==> src/rtl/ee357_mc_control_pkg.sv <==
// Shared encodings for the ee357 multicycle control unit: state codes,
// opcodes, datapath select encodings and the packed control word.
package ee357_mc_pkg;

    typedef enum logic [3:0] {
        S_FETCH     = 4'd0,
        S_DECODE    = 4'd1,
        S_MEM_ADDR  = 4'd2,
        S_MEM_READ  = 4'd3,
        S_MEM_WB    = 4'd4,
        S_MEM_WRITE = 4'd5,
        S_R_EXEC    = 4'd6,
        S_R_WB      = 4'd7,
        S_BRANCH    = 4'd8,
        S_JUMP      = 4'd9,
        S_ADDI_EXEC = 4'd10,
        S_ADDI_WB   = 4'd11
    } state_t;

    localparam logic [5:0] OP_RTYPE = 6'b000000;
    localparam logic [5:0] OP_LW    = 6'b100011;
    localparam logic [5:0] OP_SW    = 6'b101011;
    localparam logic [5:0] OP_BEQ   = 6'b000100;
    localparam logic [5:0] OP_J     = 6'b000010;
    localparam logic [5:0] OP_ADDI  = 6'b001000;

    localparam logic [1:0] ALU_OP_ADD   = 2'b00;
    localparam logic [1:0] ALU_OP_SUB   = 2'b01;
    localparam logic [1:0] ALU_OP_FUNCT = 2'b10;

    localparam logic [1:0] SRC_B_REG     = 2'b00;
    localparam logic [1:0] SRC_B_FOUR    = 2'b01;
    localparam logic [1:0] SRC_B_IMM     = 2'b10;
    localparam logic [1:0] SRC_B_IMM_SH2 = 2'b11;

    localparam logic [1:0] PC_SRC_ALU     = 2'b00;
    localparam logic [1:0] PC_SRC_ALU_OUT = 2'b01;
    localparam logic [1:0] PC_SRC_JUMP    = 2'b10;

    typedef struct packed {
        logic       pc_write;
        logic       pc_write_cond;
        logic       i_or_d;
        logic       mem_read;
        logic       mem_write;
        logic       ir_write;
        logic       mem_to_reg;
        logic       reg_dst;
        logic       reg_write;
        logic       alu_src_a;
        logic [1:0] alu_src_b;
        logic [1:0] alu_op;
        logic [1:0] pc_source;
    } ctrl_t;

endpackage

==> src/rtl/ee357_mc_control_if.sv <==
// Control bus between the ee357 control unit (master) and the datapath
// (slave). mem_ready only exists when EE357_MC_MEM_WAIT_EN is defined.
interface ee357_mc_control_if;
    logic [5:0] op;
`ifdef EE357_MC_MEM_WAIT_EN
    logic       mem_ready;
`endif
    logic       pc_write;
    logic       pc_write_cond;
    logic       i_or_d;
    logic       mem_read;
    logic       mem_write;
    logic       ir_write;
    logic       mem_to_reg;
    logic       reg_dst;
    logic       reg_write;
    logic       alu_src_a;
    logic [1:0] alu_src_b;
    logic [1:0] alu_op;
    logic [1:0] pc_source;
    logic       illegal_op;
    logic [3:0] state;

    modport master (
        input  op,
`ifdef EE357_MC_MEM_WAIT_EN
        input  mem_ready,
`endif
        output pc_write, pc_write_cond, i_or_d, mem_read, mem_write, ir_write,
               mem_to_reg, reg_dst, reg_write, alu_src_a, alu_src_b, alu_op,
               pc_source, illegal_op, state
    );

    modport slave (
        output op,
`ifdef EE357_MC_MEM_WAIT_EN
        output mem_ready,
`endif
        input  pc_write, pc_write_cond, i_or_d, mem_read, mem_write, ir_write,
               mem_to_reg, reg_dst, reg_write, alu_src_a, alu_src_b, alu_op,
               pc_source, illegal_op, state
    );
endinterface

==> src/rtl/ee357_mc_control_output_decode.sv <==
// Moore output decode: maps the registered state to the datapath control
// word. Unused state codes produce an all-zero word.
module ee357_mc_output_decode
    import ee357_mc_pkg::*;
(
    input  state_t state,
    output ctrl_t  ctrl
);

    // Per-state control word; everything not listed for a state stays 0.
    always_comb begin
        // NOTE: the all-zero default first means every path assigns ctrl, so no latch.
        ctrl = '0;
        case (state)
            S_FETCH: begin
                ctrl.mem_read  = 1'b1;
                ctrl.ir_write  = 1'b1;
                ctrl.pc_write  = 1'b1;
                ctrl.alu_src_b = SRC_B_FOUR;
            end
            S_DECODE:    ctrl.alu_src_b = SRC_B_IMM_SH2;
            S_MEM_ADDR: begin
                ctrl.alu_src_a = 1'b1;
                ctrl.alu_src_b = SRC_B_IMM;
            end
            S_MEM_READ: begin
                ctrl.mem_read = 1'b1;
                ctrl.i_or_d   = 1'b1;
            end
            S_MEM_WB: begin
                ctrl.reg_write  = 1'b1;
                ctrl.mem_to_reg = 1'b1;
            end
            S_MEM_WRITE: begin
                ctrl.mem_write = 1'b1;
                ctrl.i_or_d    = 1'b1;
            end
            S_R_EXEC: begin
                ctrl.alu_src_a = 1'b1;
                ctrl.alu_op    = ALU_OP_FUNCT;
            end
            S_R_WB: begin
                ctrl.reg_write = 1'b1;
                ctrl.reg_dst   = 1'b1;
            end
            S_BRANCH: begin
                ctrl.alu_src_a     = 1'b1;
                ctrl.alu_op        = ALU_OP_SUB;
                ctrl.pc_write_cond = 1'b1;
                ctrl.pc_source     = PC_SRC_ALU_OUT;
            end
            S_JUMP: begin
                ctrl.pc_write  = 1'b1;
                ctrl.pc_source = PC_SRC_JUMP;
            end
            S_ADDI_EXEC: begin
                ctrl.alu_src_a = 1'b1;
                ctrl.alu_src_b = SRC_B_IMM;
            end
            S_ADDI_WB:   ctrl.reg_write = 1'b1;
            default:     ctrl = '0;
        endcase
    end

endmodule

==> src/rtl/ee357_mc_control.sv <==
// Multicycle MIPS-subset control unit: state register, next-state logic and
// strobe gating. Optional feature macro: EE357_MC_MEM_WAIT_EN adds the
// mem_ready input and holds FETCH/MEM_READ/MEM_WRITE until memory is ready.
module ee357_mc_control
    import ee357_mc_pkg::*;
(
    input  logic                    clk,
    input  logic                    rst,
    ee357_mc_control_if.master      bus
);

    state_t state_q;
    state_t state_d;
    ctrl_t  ctrl;
    logic   mem_ready;
    logic   fetch_stall;
    logic   strobe_en;
    logic   legal_op;

`ifdef EE357_MC_MEM_WAIT_EN
    assign mem_ready = bus.mem_ready;
`else
    assign mem_ready = 1'b1;
`endif

    // State register; reset wins over any in-flight instruction.
    always_ff @(posedge clk) begin
        // NOTE: non-blocking assignment keeps the register update race-free.
        if (rst) state_q <= S_FETCH;
        else     state_q <= state_d;
    end

    // Next-state selection from the current state, opcode and memory handshake.
    always_comb begin
        state_d = S_FETCH;
        case (state_q)
            S_FETCH:     state_d = mem_ready ? S_DECODE : S_FETCH;
            S_DECODE: begin
                case (bus.op)
                    OP_LW, OP_SW: state_d = S_MEM_ADDR;
                    OP_RTYPE:     state_d = S_R_EXEC;
                    OP_BEQ:       state_d = S_BRANCH;
                    OP_J:         state_d = S_JUMP;
                    OP_ADDI:      state_d = S_ADDI_EXEC;
                    default:      state_d = S_FETCH;
                endcase
            end
            S_MEM_ADDR: begin
                if (bus.op == OP_LW)      state_d = S_MEM_READ;
                else if (bus.op == OP_SW) state_d = S_MEM_WRITE;
                else                      state_d = S_FETCH;
            end
            S_MEM_READ:  state_d = mem_ready ? S_MEM_WB : S_MEM_READ;
            S_MEM_WRITE: state_d = mem_ready ? S_FETCH : S_MEM_WRITE;
            S_R_EXEC:    state_d = S_R_WB;
            S_ADDI_EXEC: state_d = S_ADDI_WB;
            default:     state_d = S_FETCH;
        endcase
    end

    ee357_mc_output_decode u_output_decode (
        .state (state_q),
        .ctrl  (ctrl)
    );

    // Opcode legality, only meaningful while decoding.
    always_comb begin
        legal_op = 1'b0;
        case (bus.op)
            OP_RTYPE, OP_LW, OP_SW, OP_BEQ, OP_J, OP_ADDI: legal_op = 1'b1;
            default:                                       legal_op = 1'b0;
        endcase
    end

    // A stalled fetch keeps the read going but must not load IR or advance PC.
    assign fetch_stall = (state_q == S_FETCH) && !mem_ready;
    assign strobe_en   = !rst;

    assign bus.pc_write      = ctrl.pc_write      & strobe_en & !fetch_stall;
    assign bus.ir_write      = ctrl.ir_write      & strobe_en & !fetch_stall;
    assign bus.pc_write_cond = ctrl.pc_write_cond & strobe_en;
    assign bus.mem_read      = ctrl.mem_read      & strobe_en;
    assign bus.mem_write     = ctrl.mem_write     & strobe_en;
    assign bus.reg_write     = ctrl.reg_write     & strobe_en;
    assign bus.i_or_d        = ctrl.i_or_d;
    assign bus.mem_to_reg    = ctrl.mem_to_reg;
    assign bus.reg_dst       = ctrl.reg_dst;
    assign bus.alu_src_a     = ctrl.alu_src_a;
    assign bus.alu_src_b     = ctrl.alu_src_b;
    assign bus.alu_op        = ctrl.alu_op;
    assign bus.pc_source     = ctrl.pc_source;
    assign bus.illegal_op    = (state_q == S_DECODE) && !legal_op;
    assign bus.state         = state_q;

endmodule

==> src/flat_wrapper.sv <==
// flat-port wrapper written by rule: the top's interface ports become plain ports
module ee357_mc_control_flat import ee357_mc_pkg::*;
  (clk, rst, bus_op, bus_pc_write, bus_pc_write_cond, bus_i_or_d, bus_mem_read, bus_mem_write, bus_ir_write, bus_mem_to_reg, bus_reg_dst, bus_reg_write, bus_alu_src_a, bus_alu_src_b, bus_alu_op, bus_pc_source, bus_illegal_op, bus_state);
  ee357_mc_control_if bus_i ();
  input  logic clk;
  input  logic rst;
  input wire logic [$bits(bus_i.op)-1:0] bus_op;
  output wire logic [$bits(bus_i.pc_write)-1:0] bus_pc_write;
  output wire logic [$bits(bus_i.pc_write_cond)-1:0] bus_pc_write_cond;
  output wire logic [$bits(bus_i.i_or_d)-1:0] bus_i_or_d;
  output wire logic [$bits(bus_i.mem_read)-1:0] bus_mem_read;
  output wire logic [$bits(bus_i.mem_write)-1:0] bus_mem_write;
  output wire logic [$bits(bus_i.ir_write)-1:0] bus_ir_write;
  output wire logic [$bits(bus_i.mem_to_reg)-1:0] bus_mem_to_reg;
  output wire logic [$bits(bus_i.reg_dst)-1:0] bus_reg_dst;
  output wire logic [$bits(bus_i.reg_write)-1:0] bus_reg_write;
  output wire logic [$bits(bus_i.alu_src_a)-1:0] bus_alu_src_a;
  output wire logic [$bits(bus_i.alu_src_b)-1:0] bus_alu_src_b;
  output wire logic [$bits(bus_i.alu_op)-1:0] bus_alu_op;
  output wire logic [$bits(bus_i.pc_source)-1:0] bus_pc_source;
  output wire logic [$bits(bus_i.illegal_op)-1:0] bus_illegal_op;
  output wire logic [$bits(bus_i.state)-1:0] bus_state;
  assign bus_i.op = bus_op;
  assign bus_pc_write = bus_i.pc_write;
  assign bus_pc_write_cond = bus_i.pc_write_cond;
  assign bus_i_or_d = bus_i.i_or_d;
  assign bus_mem_read = bus_i.mem_read;
  assign bus_mem_write = bus_i.mem_write;
  assign bus_ir_write = bus_i.ir_write;
  assign bus_mem_to_reg = bus_i.mem_to_reg;
  assign bus_reg_dst = bus_i.reg_dst;
  assign bus_reg_write = bus_i.reg_write;
  assign bus_alu_src_a = bus_i.alu_src_a;
  assign bus_alu_src_b = bus_i.alu_src_b;
  assign bus_alu_op = bus_i.alu_op;
  assign bus_pc_source = bus_i.pc_source;
  assign bus_illegal_op = bus_i.illegal_op;
  assign bus_state = bus_i.state;
  ee357_mc_control u_core (.clk(clk), .rst(rst), .bus(bus_i));
endmodule
==> config.mk <==
export PLATFORM = sky130hd
export DESIGN_NAME = ee357_mc_control_flat
export DESIGN_NICKNAME = d
export VERILOG_FILES = /design/src/rtl/ee357_mc_control_pkg.sv /design/src/rtl/ee357_mc_control_if.sv /design/src/rtl/ee357_mc_control_output_decode.sv /design/src/rtl/ee357_mc_control.sv /design/src/flat_wrapper.sv
export SDC_FILE = /design/constraint.sdc
export NUM_CORES = 1
export LEC_CHECK = 0
export ABC_AREA = 1
export CAP_MARGIN = 15
export CELL_PAD_IN_SITES_DETAIL_PLACEMENT = 1
export CELL_PAD_IN_SITES_GLOBAL_PLACEMENT = 1
export CORE_UTILIZATION = 35
export DETAILED_ROUTE_END_ITERATION = 12
export DONT_BUFFER_PORTS = 1
export PLACE_DENSITY = 0.8
export SYNTH_ARGS = -nofsm -noshare
export SYNTH_HDL_FRONTEND = slang
export SYNTH_SLANG_ARGS = --single-unit
==> constraint.sdc <==
create_clock -name clk -period 1.25 [get_ports clk]
set_clock_uncertainty 0.1 [all_clocks]
set_input_delay 0 -clock clk [delete_from_list [all_inputs] [get_ports clk]]
set_output_delay 0 -clock clk [all_outputs]
set_load 0.01 [all_outputs]
==> metrics, run 1 <==
peak supply drop=0.421 mV; Slew headroom=54.8%; CTS Root Cell=clkbuf_4; sequential element share of the synthesized area=15.7%; Initial DRT Pass Iterations=4; GP Congestion=~0.85; slowest CP cell=dfxtp_4; Slew Limit Fails=0; layout cells sized above 1=between 50% and 60%; Final WS setup=-56.4 ps; Adder-Cell Fraction of Synth Area=0%; Place WS=-19.3 ps; RSZ-0062 raised after global routing=true; vias in the first global route=672; largest family of logic cells by synthesized area=simple AND/OR/NAND/NOR gates; Starting Density=between 30% and 40%; placeable core area=1330 um2; Chip Width=40.1 um; Arr. time, crit path=1210 ps; fin area=about 850 um2; Final Power=0.000468 W; Synthesis Warnings=0; layout net count=126; Tmin final=1310 ps; max incr delay on CP=360 ps; CTS tree=built; XOR/XNOR share of the synthesized area=0%; Synth Instances=96; WHS Path Cells=4; WL final=2140 um; CTS Sinks=4; ANT nets after route=0; critical path depth=5; Clock transition at path regs=50 ps; Worst Setup Start Kind=flip-flop; worst-path cell chain=nor2_4 -> inv_4 -> nor2_4 -> inv_2 -> a21oi_4; die area=roughly 1600 um2; Cell Pwr Density=549 nW/um2; DRC errors left=0; Max Root-Sink Buffers=2; worst reg-to-reg path cell count=7; multiplexer share of the synthesized area=0%; die span in y=40.1 um; HPWL after DPL=1330 um; fin cells=131; Seq cells post-synth=4; commonest non-fill, non-tap cells in the layout=12 x nand2_1, 11 x nor2_4, 10 x nor2_1, 10 x nand3_1, 10 x buf_4; status=finished with violations; Placed Area=588 um2; max reg flops=4; initial antenna violation count=0; row cnt=13; largest net degree at the start of global routing=11; Netlist cell types=16; crit share post-route=105%; netlist area before placement=509 um2; Max Freq=between 700 and 800 MHz; Fin. Hold Viols=1; Buf+Inv Stages, Crit Path=2; via count=716; violated checks=hold timing, setup timing; Syn Nets=about 100; worst skew pair latency=between 200 and 300 ps; final hold slack=-6.53 ps; GRT Overall Usage=26.8%; CTS buffer count=3; Layout area overhead=67.3%; commonest non-fill, non-tap cell in the layout=nand2_1; H-tree depth=1; first-pass GRT wire length=2840 um; placed insts=119; nature of the critical path endpoint=output port; vias per cell=5.47; ant diodes=0; Port Buffer Count=0; total of max-cap violations=0; critical path class=flip-flop to output port; Top Family by Delay on Critical Path=flip-flops; total I/O pin count=29; Leakage=0.405 nW; CP most frequent cell=nor2_4; Slew @ Worst Pin=678 ps; Mapped Avg Cell Area=5.30 um2; wire per inst=16.3 um; Starting DRT DRC Count=14; critical path fanouts, max=5; # fillers=roughly 170; Simple-Gate Fraction of Synth Area=between 50% and 60%; # setup viols final=6; Congestion Overflow GR=0; compound-cell area share of the yosys netlist=9.83%; worst min-delay path category=input pin to flip-flop; CP required=1150 ps
[stage by stage]
stage	utilization (%)	setup TNS, ps	hold WS (ps)
floorplan	-	0	70.5
CTS	58.5	-163	3.81
global route	63.9	-634	28.3
global placement	44.1	0	-51.8
detailed placement	44.1	-19.3	-50.2
finish	63.9	-116	-6.53
[kinds of logic after synthesis]
group | Yosys count
buffers and inverters | 20
DFF | 4
AOI/OAI and AO/OA | 8
and+or+nand+nor | 64
[final timing paths]
kind	slack, ps	start	to
worst max-delay path	-60	u_core.bus.state[3]$_SDFF_PP0_	bus_mem_read
worst min-delay path	-7	bus_op[1]	u_core.bus.state[2]$_SDFF_PP0_
worst min register to register	450	u_core.bus.state[3]$_SDFF_PP0_	u_core.bus.state[3]$_SDFF_PP0_
worst max register to register	0	u_core.bus.state[3]$_SDFF_PP0_	u_core.bus.state[2]$_SDFF_PP0_
[worst min-delay path: cells and delay by family]
family	cells	cell delay [ps]
and+or+nand+nor	3	220
AOI/OAI and AO/OA	1	70
[report_power, final]
part           total [W]  internal, W  leakage, nW  switching, W
combinational   0.000167    0.0000679        0.356     0.0000995
clock           0.000168     0.000108       0.0138     0.0000604
sequential      0.000132     0.000126       0.0355    0.00000663
[per-layer routing]
| metal | wire length, um | global-route usage (%) | vias up |
|---|---|---|---|
| met5 | 0 | 0 | - |
| met4 | 71 | 12.9 | 0 |
| met3 | 94 | 2.78 | 10 |
| met2 | 1220 | 50.8 | 33 |
| met1 | 754 | 28.9 | 334 |
| li1 | - | - | 339 |
[synthesized netlist by cell type]
cell type	number	share of area (%)
nor2_1	21	15
nand2_1	18	13
inv_1	13	9.6
nand3_1	12	12
inv_2	6	4.4
a21oi_1	4	3.9
dfxtp_1	4	16
nor2_2	4	4.9
nand2_2	3	3.7
nor2_4	3	6.6
a21oi_2	2	3.4
nor3_1	2	2.0
buf_4	1	1.5
nand4_1	1	1.2
o211ai_1	1	1.5
o21ai_0	1	0.98
[area by class of cell]
class	count	area [um2]	share of cell area [%]
clock buffers	3	22.5	2.64
repair buffers	18	160	18.8
inverters	19	81.3	9.54
flip-flops and latches	4	95.1	11.2
multi-input cells	72	474	55.7
well taps	15	18.8	2.20
[what timing repair did]
action | in CTS | in global routing
hold endpoints to repair | 10 | 0
endpoints found under the setup margin | 12 | 14
setup buffers | 3 | 0
resized for setup | 31 | 22
pin swaps | 9 | 10
hold buffers | 6 | 0
gates cloned | 0 | 0
(Power assumes the default switching activity.)
==> run 2: changes to the inputs <==
- MAX_ROUTING_LAYER: not set -> met4
==> run 2 against run 1 <==
  * The flow still finishes with violations (hold timing, setup timing)
  * Largest power group is now combinational logic
  * Sequential power is essentially flat
  * Maximum frequency down 0.42%
  * Wire length is 0.70% higher
  * Critical path depth unchanged
  * Count of clock-buffer cells in the layout stayed put
  * Sequential cell count unchanged
  * Clock power is essentially flat
  * Total power about the same
  * Sequential share of layout area did not move
  * Core utilization stayed put
  * Die area did not move
  * Register-to-register slack about the same
  * Critical endpoint unchanged
==> metrics, run 2 (same netlist as run 1, synthesis figures left out) <==
DRC errors left=0; Arr. time, crit path=1210 ps; vias in the first global route=670; Clock transition at path regs=50 ps; Top Family by Delay on Critical Path=flip-flops; WL final=2160 um; row cnt=13; largest net degree at the start of global routing=11; H-tree depth=1; # fillers=roughly 170; ant diodes=0; switch share=35.6%; Leakage=0.405 nW; min-delay src=bus_op[1]; GRT busiest layer=met2; Final Core Density=63.9%; final hold slack=-6.16 ps; Worst R2R End=u_core.bus.state[2]$_SDFF_PP0_; power share of the clock group=35.9%; Max Freq=762 MHz; Seq pwr share=28.3%; Slew headroom=54.5%; first-pass GRT wire length=between 2000 and 3000 um; GP Congestion=0.859; worst reg-to-reg path cell count=7; Crit Reg-Reg Startpoint=u_core.bus.state[3]$_SDFF_PP0_; Sw Pwr=0.000167 W; Starting Density=a little under two fifths; crit path to=bus_mem_read; critical path depth=5; met3 GRT Util=2.78%; fin area=852 um2; CTS buffer count=3; Tmin final=around 1300 ps; placed insts=119; placeable core area=1330 um2; Port Buffer Count=0; total I/O pin count=29; met2 usage=50.8%; Starting DRT DRC Count=16; die span in y=around 40 um; Initial DRT Pass Iterations=4; Slew Limit Fails=0; Final Power=0.000468 W; die area=1610 um2; CTS tree=built; Final WS setup=-61.9 ps; CP most frequent cell=nor2_4; worst min-delay path category=input pin to flip-flop; worst-path cell chain=nor2_4 -> inv_4 -> nor2_4 -> inv_2 -> a21oi_4; combinational power share=a little over a third; Worst R2R Setup Slack=-10 ps; critical path fanouts, max=5; max incr delay on CP=360 ps; layout net count=126; ANT nets after route=0; nature of the critical path endpoint=output port; peak supply drop=0.421 mV; initial antenna violation count=0; CTS Sinks=4; violated checks=hold timing, setup timing; Congestion Overflow GR=0; total of max-cap violations=0; HPWL after DPL=1330 um; commonest non-fill, non-tap cells in the layout=12 x nand2_1, 11 x nor2_4, 10 x nor2_1, 10 x nand3_1, 10 x buf_4; status=finished with violations; commonest non-fill, non-tap cell in the layout=nand2_1; vias per cell=roughly 5.5; fin cells=131; Cell Pwr Density=550 nW/um2; Fin. Hold Viols=1; Placed Area=588 um2; Worst Setup Start Kind=flip-flop; wire per inst=16.5 um; Critical path origin=u_core.bus.state[3]$_SDFF_PP0_; # setup viols final=7; slowest CP cell=dfxtp_4; Max Root-Sink Buffers=2; GRT Overall Usage=27.7%; CP required=1150 ps; worst skew pair latency=250 ps; crit share post-route=105%; Power Internal=0.000302 W; critical path class=flip-flop to output port; Layout area overhead=67.3%; max reg flops=4; GR Layer Usage met1=29.2%; Slew @ Worst Pin=682 ps; via count=around 720; Chip Width=40.1 um; RSZ-0062 raised after global routing=true; Buf+Inv Stages, Crit Path=2; CTS Root Cell=clkbuf_4; layout cells sized above 1=54.3%
-- run 2: worst register-to-register path: cells and delay by family, from the launching register on --
kind,cells,cell delay (ps)
and+or+nand+nor,4,420
AOI/OAI and AO/OA,1,70
buffers and inverters,2,130
DFF,1,380
-- run 2: routing by layer --
layer / routed length (um) / vias to the layer above / part of all wire [%]
met2: 1220 / 33 / 57
met1: 765 / 336 / 35
met5: 0 / - / 0
li1: - / 339 / -
met3: 93 / 10 / 4.3
met4: 71 / 0 / 3.3
-- run 2: area by class of cell --
cell class | instances | area, um2 | area share [%]
clock buffers | 3 | 22.5 | 2.64
well taps | 15 | 18.8 | 2.20
multi-input cells | 72 | 474 | 55.7
flip-flops and latches | 4 | 95.1 | 11.2
inverters | 19 | 81.3 | 9.54
repair buffers | 18 | 160 | 18.8
-- run 2: timing repair --
| action | 4_1_cts | 5_1_grt |
|---|---|---|
| hold buffers | 6 | 0 |
| buffers inserted | 3 | 0 |
| pin swaps | 9 | 10 |
| gates resized for setup | 31 | 22 |
| endpoints found under the hold margin | 10 | 0 |
| setup endpoints to repair | 12 | 14 |
-- run 2: worst min-delay path by stage --
| stage | to | slack [ps] | cells after the start |
|---|---|---|---|
| 2_1_floorplan | u_core.bus.state[2]$_SDFF_PP0_ | 70 | 2 |
| 4_1_cts | u_core.bus.state[2]$_SDFF_PP0_ | 4 | 4 |
| 6_report | u_core.bus.state[2]$_SDFF_PP0_ | -6 | 4 |
| 3_5_place_dp | bus_pc_write_cond | -50 | 1 |
| 3_3_place_gp | bus_mem_read | -50 | 1 |
| 5_1_grt | u_core.bus.state[2]$_SDFF_PP0_ | 30 | 4 |
-- run 2: power by group through the flow --
stage	clock network, W	logic, W	registers, W
after global routing	0.000174	0.000183	0.000133
after floorplan	0	0.0000787	0.000139
after CTS	0.000165	0.000150	0.000133
after global placement	0	0.0000963	0.000138
final	0.000168	0.000168	0.000132
after detailed placement	0	0.000100	0.000139
-- run 2: stage by stage --
step	setup TNS [ps]	setup slack, ps	hold slack [ps]
finish	-150	-61.9	-6.16
global route	-633	-103	28.3
CTS	-163	-50.2	3.81
detailed placement	-19.3	-19.3	-50.2
global placement	0	50.1	-51.8
floorplan	0	99.1	70.5
